**src/rtl/adder_pipe_pkg.sv**
```systemverilog
// Shared definitions for the parametrised pipelined adder: operation mode
// encodings and the parameter sanity check used at elaboration.
package adder_pipe_pkg;

  localparam logic MODE_ADD = 1'b0;
  localparam logic MODE_SUB = 1'b1;

  // True when the operand splits into equal, non-empty slices, one per stage.
  function automatic bit isValidSplit(input int width, input int stages);
    return (stages >= 1) && (stages <= width) && ((width % stages) == 0);
  endfunction

endpackage

```
**src/rtl/adder_pipe_stage.sv**
```systemverilog
// One pipeline stage of the adder: a CHUNK-bit slice adder feeding its
// stage register (valid, carry, slice sum and slice-level signed overflow).
module adder_pipe_stage #(
  parameter int CHUNK = 8
) (
  input  logic             clk,
  input  logic             rst,
  input  logic             i_en,
  input  logic             i_valid,
  input  logic             i_carry,
  input  logic [CHUNK-1:0] i_a,
  input  logic [CHUNK-1:0] i_b,
  output logic             o_valid,
  output logic             o_carry,
  output logic             o_ovf,
  output logic [CHUNK-1:0] o_sum
);

  logic [CHUNK:0]   w_add;
  logic             r_valid;
  logic             r_carry;
  logic             r_ovf;
  logic [CHUNK-1:0] r_sum;

  assign w_add = {1'b0, i_a} + {1'b0, i_b} + {{CHUNK{1'b0}}, i_carry};

  // Overflow is only meaningful in the stage holding the operand MSBs.
  always_ff @(posedge clk or posedge rst) begin
    if (rst) begin
      r_valid <= 1'b0;
      r_carry <= 1'b0;
      r_ovf   <= 1'b0;
      r_sum   <= '0;
    end else if (i_en) begin
      r_valid <= i_valid;
      r_carry <= w_add[CHUNK];
      r_ovf   <= (i_a[CHUNK-1] == i_b[CHUNK-1]) & (w_add[CHUNK-1] != i_a[CHUNK-1]);
      r_sum   <= w_add[CHUNK-1:0];
    end
  end

  assign o_valid = r_valid;
  assign o_carry = r_carry;
  assign o_ovf   = r_ovf;
  assign o_sum   = r_sum;

endmodule

```
**src/rtl/adder_pipe_param.sv**
```systemverilog
// Parametrised pipelined adder/subtractor: WIDTH-bit operands added in STAGES
// carry-chained slices with a valid/ready handshake and whole-pipe stall.
module adder_pipe_param
  import adder_pipe_pkg::*;
#(
  parameter int WIDTH  = 32,
  parameter int STAGES = 4
) (
  input  logic             clk,
  input  logic             rst,
  input  logic             in_valid,
  output logic             in_ready,
  input  logic [WIDTH-1:0] ain,
  input  logic [WIDTH-1:0] bin,
  input  logic             cin,
  input  logic             sub,
  output logic             out_valid,
  input  logic             out_ready,
  output logic [WIDTH-1:0] sum,
  output logic             cout,
  output logic             ovf
);

  localparam int CHUNK = WIDTH / STAGES;

  if (!isValidSplit(WIDTH, STAGES)) begin : g_paramCheck
    $error("adder_pipe_param: WIDTH (%0d) must be a positive multiple of STAGES (%0d)",
           WIDTH, STAGES);
  end

  logic             w_advance;
  logic [WIDTH-1:0] w_bEff;
  logic             w_carry0;

  logic [CHUNK-1:0] w_aSlice [STAGES];
  logic [CHUNK-1:0] w_bSlice [STAGES];
  logic [CHUNK-1:0] w_aIn    [STAGES];
  logic [CHUNK-1:0] w_bIn    [STAGES];
  logic             w_cIn    [STAGES];
  logic             w_vIn    [STAGES];
  logic             w_vOut   [STAGES];
  logic             w_cOut   [STAGES];
  logic             w_ovf    [STAGES];
  logic [CHUNK-1:0] w_sum    [STAGES];

  // Row k holds what leaves stage k: operand slices above k still waiting
  // for their adder, and finished sum slices below k travelling to the output.
  logic [CHUNK-1:0] r_aSkew   [STAGES][STAGES];
  logic [CHUNK-1:0] r_bSkew   [STAGES][STAGES];
  logic [CHUNK-1:0] r_sumSkew [STAGES][STAGES];

  assign w_advance = !out_valid | out_ready;
  assign in_ready  = w_advance;
  assign w_bEff    = (sub == MODE_SUB) ? ~bin : bin;
  assign w_carry0  = (sub == MODE_SUB) ? 1'b1 : cin;

  for (genvar j = 0; j < STAGES; j++) begin : g_slice
    assign w_aSlice[j] = ain[j*CHUNK +: CHUNK];
    assign w_bSlice[j] = w_bEff[j*CHUNK +: CHUNK];
  end

  for (genvar k = 0; k < STAGES; k++) begin : g_stage
    if (k == 0) begin : g_first
      assign w_aIn[k] = w_aSlice[0];
      assign w_bIn[k] = w_bSlice[0];
      assign w_cIn[k] = w_carry0;
      assign w_vIn[k] = in_valid;
    end else begin : g_later
      assign w_aIn[k] = r_aSkew[k-1][k];
      assign w_bIn[k] = r_bSkew[k-1][k];
      assign w_cIn[k] = w_cOut[k-1];
      assign w_vIn[k] = w_vOut[k-1];
    end

    adder_pipe_stage #(
      .CHUNK(CHUNK)
    ) u_stage (
      .clk     (clk),
      .rst     (rst),
      .i_en    (w_advance),
      .i_valid (w_vIn[k]),
      .i_carry (w_cIn[k]),
      .i_a     (w_aIn[k]),
      .i_b     (w_bIn[k]),
      .o_valid (w_vOut[k]),
      .o_carry (w_cOut[k]),
      .o_ovf   (w_ovf[k]),
      .o_sum   (w_sum[k])
    );
  end

  // The skew rows shift together with the stage registers so every slice
  // of a beat stays aligned with that beat's valid bit and carry.
  always_ff @(posedge clk or posedge rst) begin
    if (rst) begin
      for (int k = 0; k < STAGES; k++) begin
        for (int j = 0; j < STAGES; j++) begin
          r_aSkew[k][j]   <= '0;
          r_bSkew[k][j]   <= '0;
          r_sumSkew[k][j] <= '0;
        end
      end
    end else if (w_advance) begin
      for (int j = 1; j < STAGES; j++) begin
        r_aSkew[0][j] <= w_aSlice[j];
        r_bSkew[0][j] <= w_bSlice[j];
      end
      for (int k = 1; k < STAGES; k++) begin
        for (int j = 0; j < STAGES; j++) begin
          if (j > k) begin
            r_aSkew[k][j] <= r_aSkew[k-1][j];
            r_bSkew[k][j] <= r_bSkew[k-1][j];
          end else if (j < k - 1) begin
            r_sumSkew[k][j] <= r_sumSkew[k-1][j];
          end else if (j == k - 1) begin
            r_sumSkew[k][j] <= w_sum[k-1];
          end
        end
      end
    end
  end

  for (genvar j = 0; j < STAGES; j++) begin : g_sumOut
    if (j == STAGES - 1) begin : g_top
      assign sum[j*CHUNK +: CHUNK] = w_sum[STAGES-1];
    end else begin : g_low
      assign sum[j*CHUNK +: CHUNK] = r_sumSkew[STAGES-1][j];
    end
  end

  assign out_valid = w_vOut[STAGES-1];
  assign cout      = w_cOut[STAGES-1];
  assign ovf       = w_ovf[STAGES-1];

endmodule

```
**config.mk**
```make
export PLATFORM = sky130hd
export DESIGN_NAME = adder_pipe_param
export DESIGN_NICKNAME = d
export VERILOG_FILES = /design/src/rtl/adder_pipe_pkg.sv /design/src/rtl/adder_pipe_stage.sv /design/src/rtl/adder_pipe_param.sv
export SDC_FILE = /design/constraint.sdc
export NUM_CORES = 1
export LEC_CHECK = 0
export BUFFER_PORTS_ARGS = -buffer_cell sky130_fd_sc_hd__buf_2
export CAP_MARGIN = 10
export CORE_UTILIZATION = 45
export CTS_CLUSTER_DIAMETER = 60
export CTS_CLUSTER_SIZE = 10
export DETAILED_ROUTE_END_ITERATION = 6
export PLACE_DENSITY_LB_ADDON = 0.15
export RECOVER_POWER = 50
export SYNTH_ARGS = -nofsm -noshare
export SYNTH_HDL_FRONTEND = slang
export SYNTH_SLANG_ARGS = --single-unit
```
**constraint.sdc**
```tcl
create_clock -name clk -period 5.5 [get_ports clk]
set_clock_uncertainty 0.15 [all_clocks]
set_input_delay 0.275 -clock clk [delete_from_list [all_inputs] [get_ports clk]]
set_output_delay 0.275 -clock clk [all_outputs]
set_load 0.1 [all_outputs]
```
==> run metrics <==
outcome complete, but fails checks; failing checks max-capacitance violations, max-slew violations; unrepaired setup endpoints after global routing false; WP data required 5870 ps; worst-skew pair later-pin latency 420 ps; critical path startpoint rst; hold slack 15.2 ps; PwrDens 645 nW/um2; Num CTS Buffers 17; Pre-antenna DRT Iters 4; footprint of the multi-input gates 3510 um2; Clock Power Share 18.9%; register area 4630 um2; DIE AREA 19600 um2; Seq/Total Area, Yosys 54.0%; global-route total usage across every layer 18.2%; Mapped Area 8570 um2; core box area 18700 um2; reg-to-reg slack, setup 2910 ps; Synth Instances 933; largest net degree at the start of global routing 220; Yosys cell types 43; Reg-to-Reg End g_stage[1].u_stage.o_sum[6]$_DFFE_PP0P_; Yosys top cell area share 54.0%; Slew headroom -107%; vias in the first global route 5750; vias post-DR 6111; pins over their slew limit 146; I/O pins 106; Arr. time, crit path 3670 ps; Gate power share 45.1%; CP Launch Type primary input; num rows 50; final worst-path cycle share 60.0%; Post-Route WL 16500 um; Reg power frac 36.0%; Initial Util 45.8%; H-Tree Depth 4; Worst Tran Pin Value 3110 ps; cell internal pwr 3540 uW; post-DR wirelength/cell 12.9 um; worst-path maximum fanout 145; LEAKAGE 0.00500 uW; area leader, netlist dfrtp_1; Worst Path Class, Setup primary input to async pin; ANT nets after route 0; max cap viols 1; Top FF cell, synth dfrtp_1; Switch Pwr 2940 uW; Final Wtd Congestion 0.734; CTS root buffer clkbuf_16; synthesized area per cell 9.19 um2; DRC Markers 0; Synthesis Warnings 0; Switching Fraction 45.4%; Reg2Reg Depth 7; Initial DRC Count 349; r2r startpoint g_stage[0].u_stage.o_carry$_DFFE_PP0P_; Net Count, Synth 1039; CTS tree done; most frequent cells in the layout nand2_1, dfrtp_1, buf_2, dlygate4sd3_1, clkbuf_1; crit end category async pin; Worst Min Path Start bin[30]; Clock Path Buffers 2; TritonCTS Sinks 185; Design Area, Final 10000 um2; asr flop ratio synth 100%; f_max 303 MHz; Peak supply drop 0.281 mV; detailed placement HPWL 10400 um; Clock transition at path regs 60 ps; final number of hold-violating endpoints 0; fin crit period 3300 ps; initial antenna violation count 0; die width 140 um; I/O Buffers 105; layout cells sized above 1 10.6%; n_diodes 0; number of fillers in the final layout 1753; Setup Viol. Count Final 0; DP Area 9050 um2; GRT overflow 0; nets@finish 1143; commonest non-fill, non-tap cell in the layout nand2_1; worst hold path class primary input to flop; Hold Path Depth 3; DR vias/cell 4.77; Hold Path End r_bSkew[102]$_DFFE_PP0P_; Vert. Die Dim 140 um; FF+latch count, synth 185; first-pass GRT wire length 28600 um; Synth-to-Final Area Change 17.0%; final setup TNS 0 ps; synth top area cells dfrtp_1, nand2_1, ha_1; Post-synth EDFFs 0
[worst max-delay path by stage]
stage,endpoint,slack [ps],cells after the start
after CTS,g_stage[1].u_stage.o_sum[6]$_DFFE_PP0P_,2900,7
after floorplan,g_stage[0].u_stage.o_carry$_DFFE_PP0P_,50,1
final,r_bSkew[107]$_DFFE_PP0P_,2200,4
after detailed placement,g_stage[0].u_stage.o_sum[6]$_DFFE_PP0P_,2580,11
after global placement,g_stage[0].u_stage.o_sum[6]$_DFFE_PP0P_,2620,11
after global routing,r_bSkew[107]$_DFFE_PP0P_,1610,4
[state kept, by name (all words and copies together), names as in the netlist]
name,count
g_stage.u_stage.o_carry,4
g_stage.u_stage.o_ovf,1
g_stage.u_stage.o_sum,32
g_stage.u_stage.o_valid,4
r_aSkew,48
r_bSkew,48
r_sumSkew,24
sum,24
[Yosys cell counts, types with 2 or more instances]
cell type / count
fa_1: 8
xor2_1: 20
o211a_1: 2
buf_2: 41
a21oi_1: 21
nor3b_1: 4
o21ai_1: 39
a211oi_1: 8
xnor2_1: 29
nor3_1: 2
o31ai_1: 2
inv_1: 8
a221oi_1: 2
buf_4: 24
o31ai_2: 2
nand2b_1: 3
clkbuf_1: 4
o211ai_1: 2
o31a_1: 2
o21ai_0: 9
nand3_1: 2
a211oi_2: 2
o21bai_1: 2
nand2_1: 433
nor2_1: 23
a21o_1: 7
ha_1: 28
o21a_1: 4
or4_1: 2
dfrtp_1: 185
[per-layer routing]
metal	vias to the layer above	global-route usage [%]	part of all wire (%)
li1	3159	-	-
met1	2857	27.4	52
met2	85	26.6	44
met3	10	3.25	2.7
met4	0	6.07	0.94
met5	-	0	0
[kinds of logic (layout without fill, tap and decap cells)]
| kind of cell | Yosys count | count (layout) | synth area share, % |
|---|---|---|---|
| compound gates | 110 | 110 | 8.48 |
| fa+ha+maj | 36 | 36 | 5.96 |
| xor+xnor | 49 | 49 | 5.01 |
| simple gates | 475 | 475 | 21.5 |
| flops | 185 | 185 | 54.0 |
| buf+inv | 78 | 193 | 5.06 |
[power by group through the flow]
stage	Sequential [uW]	Combinational (uW)	Clock, uW
after floorplan	2530	2340	0
after global placement	2340	2920	0
after detailed placement	2350	2960	0
after CTS	2330	3000	1250
after global routing	2410	3250	1320
final	2330	2920	1220
[metrics by stage]
step	setup WS (ps)	power (uW)	instances	utilization (%)
floorplan	46.3	4870	933	-
global placement	2620	5270	1207	48.4
detailed placement	2580	5320	1207	48.4
CTS	2900	6580	1282	53.9
global route	1610	6980	1282	53.6
finish	2200	6470	1282	53.6
[worst max-delay path: stages]
cell and delay (ps):
dlygate4sd3_1 530, clkbuf_1 120, clkinvlp_4 1860, buf_4 730
[layout make-up]
| type | count | share of cell area [%] |
|---|---|---|
| well taps | 234 | 2.92 |
| clock inverters | 6 | 1.14 |
| inverters | 9 | 0.399 |
| multi-input cells | 670 | 35.0 |
| repair buffers | 154 | 9.71 |
| flip-flops and latches | 185 | 46.2 |
| clock buffers | 24 | 4.70 |
[timing repair]
action | CTS | global route
endpoints found under the hold margin | 81 | 0
setup buffers | 0 | 0
gates resized for setup | 0 | 0
hold buffers | 45 | 0
(Power assumes the default switching activity.)
